## config.mk

```make
export PLATFORM = sky130hd
export DESIGN_NAME = ro_scan_ctrl_flat
export DESIGN_NICKNAME = d
export VERILOG_FILES = /design/src/rtl/ro_scan_ctrl_if.sv /design/src/rtl/ro_scan_ctrl.sv /design/src/flat_wrapper.sv
export SDC_FILE = /design/constraint.sdc
export NUM_CORES = 1
export LEC_CHECK = 0
export ABC_AREA = 1
export CORE_MARGIN = 5
export CORE_UTILIZATION = 51
export CTS_CLUSTER_SIZE = 20
export DETAILED_ROUTE_END_ITERATION = 6
export GPL_TIMING_DRIVEN = 0
export PLACE_DENSITY = 0.95
export SLEW_MARGIN = 20
export SYNTH_ARGS = -nofsm -noshare
export SYNTH_HDL_FRONTEND = slang
export SYNTH_SLANG_ARGS = --single-unit
```

## constraint.sdc

```tcl
create_clock -name clk -period 3.4 [get_ports clk]
set_input_delay 0.68 -clock clk [delete_from_list [all_inputs] [get_ports clk]]
set_output_delay 0.68 -clock clk [all_outputs]
set_load 0.03 [all_outputs]
```

## src/rtl/ro_scan_ctrl_if.sv

```systemverilog
// Command and result channel of the ring-oscillator scan controller.
// The host side uses the master modport, the controller the slave modport.
interface ro_scan_ctrl_if #(
    parameter int IDX_W  = 7,
    parameter int GATE_W = 16,
    parameter int CNT_W  = 24
);
    logic              start;
    logic              abort;
    logic [IDX_W-1:0]  first_idx;
    logic [IDX_W-1:0]  last_idx;
    logic [GATE_W-1:0] gate_cycles;
    logic              busy;
    logic              done;
    logic              err;
    logic              res_valid;
    logic              res_ready;
    logic [IDX_W-1:0]  res_idx;
    logic [CNT_W-1:0]  res_count;
    logic              res_sat;

    modport master (
        output start, abort, first_idx, last_idx, gate_cycles, res_ready,
        input  busy, done, err, res_valid, res_idx, res_count, res_sat
    );

    modport slave (
        input  start, abort, first_idx, last_idx, gate_cycles, res_ready,
        output busy, done, err, res_valid, res_idx, res_count, res_sat
    );
endinterface

```

## src/rtl/ro_scan_ctrl.sv

```systemverilog
// Ring-oscillator scan controller: enables one oscillator at a time, lets it settle,
// counts its synchronized rising edges over a gate window and hands the count out.
module ro_scan_ctrl #(
    parameter int NUM_RO     = 100,
    parameter int IDX_W      = 7,
    parameter int GATE_W     = 16,
    parameter int CNT_W      = 24,
    parameter int SETTLE_CYC = 4
) (
    input  logic              clk,
    input  logic              rst_n,
    input  logic [NUM_RO-1:0] ro_in,
    output logic [NUM_RO-1:0] ro_en,
    ro_scan_ctrl_if.slave     bus
);

    typedef enum logic [1:0] {
        IDLE   = 2'd0,
        SETTLE = 2'd1,
        COUNT  = 2'd2,
        REPORT = 2'd3
    } state_t;

    localparam int               SET_W       = (SETTLE_CYC > 1) ? $clog2(SETTLE_CYC) : 1;
    localparam logic [SET_W-1:0] SETTLE_LAST = SET_W'(SETTLE_CYC - 1);
    localparam logic [IDX_W:0]   NUM_RO_W    = (IDX_W + 1)'(NUM_RO);
    localparam logic [CNT_W-1:0] CNT_MAX     = '1;

    state_t            state;
    state_t            state_next;

    logic [IDX_W-1:0]  cur_idx;
    logic [IDX_W-1:0]  last_q;
    logic [GATE_W-1:0] gate_q;
    logic [SET_W-1:0]  settle_cnt;
    logic [GATE_W-1:0] gate_cnt;
    logic [1:0]        sync_q;
    logic              edge_hist;
    logic [CNT_W-1:0]  count;
    logic              sat;

    logic [IDX_W-1:0]  res_idx_q;
    logic [CNT_W-1:0]  res_count_q;
    logic              res_sat_q;
    logic              done_q;
    logic              err_q;

    logic              cfg_ok;
    logic              accept;
    logic              enter_settle;
    logic              enter_count;
    logic              leave_count;
    logic              advance;
    logic              finish;
    logic              reject;
    logic              ro_sel;
    logic              rise;
    logic [CNT_W-1:0]  cnt_next;
    logic              sat_next;
    logic [GATE_W-1:0] gate_load;

    assign cfg_ok    = (bus.first_idx <= bus.last_idx) && ({1'b0, bus.last_idx} < NUM_RO_W);
    assign ro_sel    = ro_in[cur_idx];
    assign rise      = sync_q[1] & ~edge_hist;
    // A zero gate length still opens a one-cycle window.
    assign gate_load = (gate_q == '0) ? '0 : gate_q - GATE_W'(1);

    always_comb begin
        cnt_next = count;
        sat_next = sat;
        if (rise) begin
            if (count == CNT_MAX) begin
                sat_next = 1'b1;
            end else begin
                cnt_next = count + CNT_W'(1);
            end
        end
    end

    always_ff @(posedge clk) begin
        if (!rst_n) begin
            state <= IDLE;
        end else begin
            state <= state_next;
        end
    end

    // Abort overrides every other request, so all strobes stay low in that cycle.
    always_comb begin
        state_next   = state;
        accept       = 1'b0;
        enter_settle = 1'b0;
        enter_count  = 1'b0;
        leave_count  = 1'b0;
        advance      = 1'b0;
        finish       = 1'b0;
        reject       = 1'b0;
        if (bus.abort) begin
            state_next = IDLE;
        end else begin
            case (state)
                IDLE: begin
                    if (bus.start) begin
                        if (cfg_ok) begin
                            state_next   = SETTLE;
                            accept       = 1'b1;
                            enter_settle = 1'b1;
                        end else begin
                            reject = 1'b1;
                        end
                    end
                end
                SETTLE: begin
                    if (settle_cnt == '0) begin
                        state_next  = COUNT;
                        enter_count = 1'b1;
                    end
                end
                COUNT: begin
                    if (gate_cnt == '0) begin
                        state_next  = REPORT;
                        leave_count = 1'b1;
                    end
                end
                REPORT: begin
                    if (bus.res_ready) begin
                        if (cur_idx == last_q) begin
                            state_next = IDLE;
                            finish     = 1'b1;
                        end else begin
                            state_next   = SETTLE;
                            advance      = 1'b1;
                            enter_settle = 1'b1;
                        end
                    end
                end
                default: state_next = IDLE;
            endcase
        end
    end

    always_ff @(posedge clk) begin
        if (!rst_n) begin
            cur_idx     <= '0;
            last_q      <= '0;
            gate_q      <= '0;
            settle_cnt  <= '0;
            gate_cnt    <= '0;
            sync_q      <= '0;
            edge_hist   <= 1'b0;
            count       <= '0;
            sat         <= 1'b0;
            res_idx_q   <= '0;
            res_count_q <= '0;
            res_sat_q   <= 1'b0;
            done_q      <= 1'b0;
            err_q       <= 1'b0;
        end else begin
            done_q <= finish;
            err_q  <= reject;

            if (accept) begin
                cur_idx <= bus.first_idx;
                last_q  <= bus.last_idx;
                gate_q  <= bus.gate_cycles;
            end else if (advance) begin
                cur_idx <= cur_idx + IDX_W'(1);
            end

            // Fresh oscillator: forget whatever the previous one left in the synchronizer.
            if (enter_settle) begin
                sync_q     <= '0;
                edge_hist  <= 1'b0;
                settle_cnt <= SETTLE_LAST;
            end else if (state == SETTLE || state == COUNT) begin
                sync_q    <= {sync_q[0], ro_sel};
                edge_hist <= sync_q[1];
                if (state == SETTLE && settle_cnt != '0) begin
                    settle_cnt <= settle_cnt - SET_W'(1);
                end
            end

            if (enter_count) begin
                count    <= '0;
                sat      <= 1'b0;
                gate_cnt <= gate_load;
            end else if (state == COUNT) begin
                count <= cnt_next;
                sat   <= sat_next;
                if (gate_cnt != '0) begin
                    gate_cnt <= gate_cnt - GATE_W'(1);
                end
            end

            if (leave_count) begin
                res_idx_q   <= cur_idx;
                res_count_q <= cnt_next;
                res_sat_q   <= sat_next;
            end
        end
    end

    always_comb begin
        ro_en = '0;
        if (state == SETTLE || state == COUNT) begin
            ro_en = NUM_RO'(1) << cur_idx;
        end
    end

    assign bus.busy      = (state != IDLE);
    assign bus.res_valid = (state == REPORT);
    assign bus.res_idx   = res_idx_q;
    assign bus.res_count = res_count_q;
    assign bus.res_sat   = res_sat_q;
    assign bus.done      = done_q;
    assign bus.err       = err_q;

endmodule

```

## src/flat_wrapper.sv

```systemverilog
// flat-port wrapper written by rule: the top's interface ports become plain ports
module ro_scan_ctrl_flat 
#(
    parameter int NUM_RO     = 100,
    parameter int IDX_W      = 7,
    parameter int GATE_W     = 16,
    parameter int CNT_W      = 24,
    parameter int SETTLE_CYC = 4
)
  (clk, rst_n, ro_in, ro_en, bus_start, bus_abort, bus_first_idx, bus_last_idx, bus_gate_cycles, bus_res_ready, bus_busy, bus_done, bus_err, bus_res_valid, bus_res_idx, bus_res_count, bus_res_sat);
  ro_scan_ctrl_if #(.IDX_W(IDX_W), .GATE_W(GATE_W), .CNT_W(CNT_W)) bus_i ();
  input  logic clk;
  input  logic rst_n;
  input  logic [NUM_RO-1:0] ro_in;
  output logic [NUM_RO-1:0] ro_en;
  input wire logic [$bits(bus_i.start)-1:0] bus_start;
  input wire logic [$bits(bus_i.abort)-1:0] bus_abort;
  input wire logic [$bits(bus_i.first_idx)-1:0] bus_first_idx;
  input wire logic [$bits(bus_i.last_idx)-1:0] bus_last_idx;
  input wire logic [$bits(bus_i.gate_cycles)-1:0] bus_gate_cycles;
  input wire logic [$bits(bus_i.res_ready)-1:0] bus_res_ready;
  output wire logic [$bits(bus_i.busy)-1:0] bus_busy;
  output wire logic [$bits(bus_i.done)-1:0] bus_done;
  output wire logic [$bits(bus_i.err)-1:0] bus_err;
  output wire logic [$bits(bus_i.res_valid)-1:0] bus_res_valid;
  output wire logic [$bits(bus_i.res_idx)-1:0] bus_res_idx;
  output wire logic [$bits(bus_i.res_count)-1:0] bus_res_count;
  output wire logic [$bits(bus_i.res_sat)-1:0] bus_res_sat;
  assign bus_i.start = bus_start;
  assign bus_i.abort = bus_abort;
  assign bus_i.first_idx = bus_first_idx;
  assign bus_i.last_idx = bus_last_idx;
  assign bus_i.gate_cycles = bus_gate_cycles;
  assign bus_i.res_ready = bus_res_ready;
  assign bus_busy = bus_i.busy;
  assign bus_done = bus_i.done;
  assign bus_err = bus_i.err;
  assign bus_res_valid = bus_i.res_valid;
  assign bus_res_idx = bus_i.res_idx;
  assign bus_res_count = bus_i.res_count;
  assign bus_res_sat = bus_i.res_sat;
  ro_scan_ctrl #(.NUM_RO(NUM_RO), .IDX_W(IDX_W), .GATE_W(GATE_W), .CNT_W(CNT_W), .SETTLE_CYC(SETTLE_CYC)) u_core (.clk(clk), .rst_n(rst_n), .ro_in(ro_in), .ro_en(ro_en), .bus(bus_i));
endmodule
```

==> reports/results.ini, run 1 <==
[detailed_routing]
drc=0
postRouteAntennaNets=0
drt-total-wl_mm=33.7
via_per_inst=5.41
drtPass1Iterations=6
drt_iter0_drc=892
via_count=10500
wl_per_cell_um=17.4

[critical_path]
crit_type=reg -> out
crit_path_end=ro_en[78]
critPathCaptureType=output port
cp.required_ns=2.72
startpoint_type=register
worst-endpoint-arrival_ns=2.63
path_max_fanout=11
rr_startpoint=u_core.gate_cnt[0]
crit_start=u_core.cur_idx[0]
rrSetupSlack_ns=1.10
reg2regPathDepth=12
r2r-end=u_core.bus.res_count[8]

[status]
status=completed

[synthesis]
synth_warnings=0
ys_types=42
synth_fp_nets=1591
ys_seq_area_frac=0.267
syn_area_per_cell_um2=5.85
synthFlopType=dfxtp_1
synth_area_um2=8390
syn_inst=1434
synth_edf_count=0
async_flop_share=0
synth_seq_cells=112

[floorplan]
die_area_um2=19100
core_um2=16300
io_pins=271
start_util=0.513
die_width_um=138
fp.dieH_um=138
rows=47

[grt]
grt_pass1_vias=9811
grt_antenna_before_repair=0
grt_usage=0.335
grt_max_degree=21
grt_pass1_wl_mm=52.4
grt_remaining_overflow=0

[power]
vdd_drop_max_mv=0.251
total_power_uw=3400
p_leak_uw=0.00563
p_per_area_nw_per_um2=293

[sta]
tns_ns=0
skew_ns=0.0125
fmax_mhz=302
timing.max_slew.rel_slack=0.534
worst_slew_pin_slew_ns=0.692
slew_violations=0
timing.hold.ws_ns=0.480
fin_crit_ns=3.31
setup_violations=0
fin_crit_sh=0.973
hold_viol=0

[placed_design]
hpwl_mm=27.4
place.gp.congestion=1.03
placement.io_buffers=270

[cts]
htree_levels=3
cts_buffer_depth=2
cts_tree=done
cts_root_buf=clkbuf_16
clk-insertion-delay-late_ns=0.37
cts_made_buffers=9
clkTransAtPathRegs_ns=0.08
clock-sinks=112

[layout]
drive_above_1_share=0.0808
syn2layout_area_growth_pct=38.3
antennaDiodeCount=0
final_cell_mix=314 x nand2_1, 252 x nor2_1, 210 x inv_1
fill_cells=1498
fin_nets=1872
mostFrequentLayoutCell=nand2_1

[min_path]
min_path_cells=2
hold_path_class=reg -> reg

[run]
max_cap_violations=0

[per-stage QoR]
| stage | std cells | cell area (um2) | utilization | setup slack (ns) |
|---|---|---|---|---|
| 2_1_floorplan | 1434 | 8390 | - | 0.646 |
| 3_3_place_gp | 1924 | 11400 | 0.696 | -0.134 |
| 3_5_place_dp | 1924 | 11400 | 0.696 | -0.141 |
| 4_1_cts | 1940 | 11600 | 0.711 | -0.0789 |
| 5_1_grt | 1940 | 11600 | 0.710 | -0.0183 |
| 6_report | 1940 | 11600 | 0.710 | 0.0920 |
[layer usage]
metal	share of wire	vias up	track usage
met5	0	-	0
met4	0.050	0	0.144
met3	0.075	108	0.0577
met2	0.49	525	0.591
met1	0.39	4807	0.399
li1	-	5063	-
[report_power, final]
part / switching [uW] / total, uW / internal, uW
combinational: 547 / 921 / 373
clock: 549 / 1090 / 538
sequential: 36.5 / 1390 / 1350
[flip-flops by register name, summed over array words and instances (netlist names)]
| name | cells |
|---|---|
| u_core.state | 2 |
| u_core.last_q | 7 |
| u_core.sat | 1 |
| u_core.edge_hist | 1 |
| u_core.settle_cnt | 2 |
| u_core.cur_idx | 7 |
| u_core.bus.err | 1 |
| u_core.sync_q | 2 |
| u_core.gate_q | 16 |
| u_core.count | 24 |
| u_core.bus.res_sat | 1 |
| u_core.bus.res_count | 24 |
| u_core.bus.res_idx | 7 |
| u_core.gate_cnt | 16 |
| u_core.bus.done | 1 |
[worst max-delay path, stage by stage, from the launching register on]
cell and delay, ns:
dfxtp_1 0.34, buf_4 0.20, inv_2 0.10, buf_2 0.26, ha_1 0.28, nand4_1 0.24
nor2_1 0.17, clkdlybuf4s50_1 0.68
[cell usage after synthesis (10+ instances only)]
cell type,n,area [um2]
a21oi_1,78,390
buf_2,27,135
clkbuf_1,25,93.8
dfxtp_1,112,2240
ha_1,22,275
inv_1,211,792
inv_2,10,37.5
nand2_1,314,1180
nand3_1,104,521
nand4_1,23,144
nor2_1,258,968
nor3_1,18,90.1
o21ai_0,106,531
o21ai_1,12,60.1
xnor2_1,11,96.3
xor2_1,27,236
[cell type report]
type,instances,area [um2],share of cell area
multi-input combinational,1031,4980,0.429
tap,220,275,0.0237
buffer,67,345,0.0298
clock inverter,6,61.3,0.00528
clock buffer,10,239,0.0206
inverter,224,846,0.0729
timing repair buffer,270,2610,0.225
sequential,112,2240,0.193
[worst min path at each step]
stage,start,slack [ns],to
after floorplan,u_core.sync_q[0],0.44,u_core.sync_q[0]
after global placement,u_core.sync_q[0],0.45,u_core.sync_q[0]
after detailed placement,u_core.sync_q[0],0.46,u_core.sync_q[0]
after CTS,u_core.sync_q[0],0.48,u_core.sync_q[0]
after global routing,u_core.sync_q[0],0.49,u_core.sync_q[0]
final,u_core.sync_q[0],0.48,u_core.sync_q[0]
[cells by family after synthesis]
| group | after synthesis | synth area share |
|---|---|---|
| simple gates | 746 | 0.373 |
| buf+inv | 291 | 0.141 |
| compound gates | 224 | 0.144 |
| flops | 112 | 0.267 |
| xor+xnor | 39 | 0.0416 |
| fa+ha+maj | 22 | 0.0328 |
[timing repair]
item | 4_1_cts | 5_1_grt
hold buffers | 0 | 0
setup endpoints to repair | 85 | 73
buffers inserted | 0 | 0
resized for setup | 136 | 61
(Power assumes the default switching activity.)
==> inputs of run 2 (changes only) <==
CAP_MARGIN = 25   (was not set)
==> results of run 2 <==
Same layout as run 1: the final DEF is identical, and so are final timing and power.
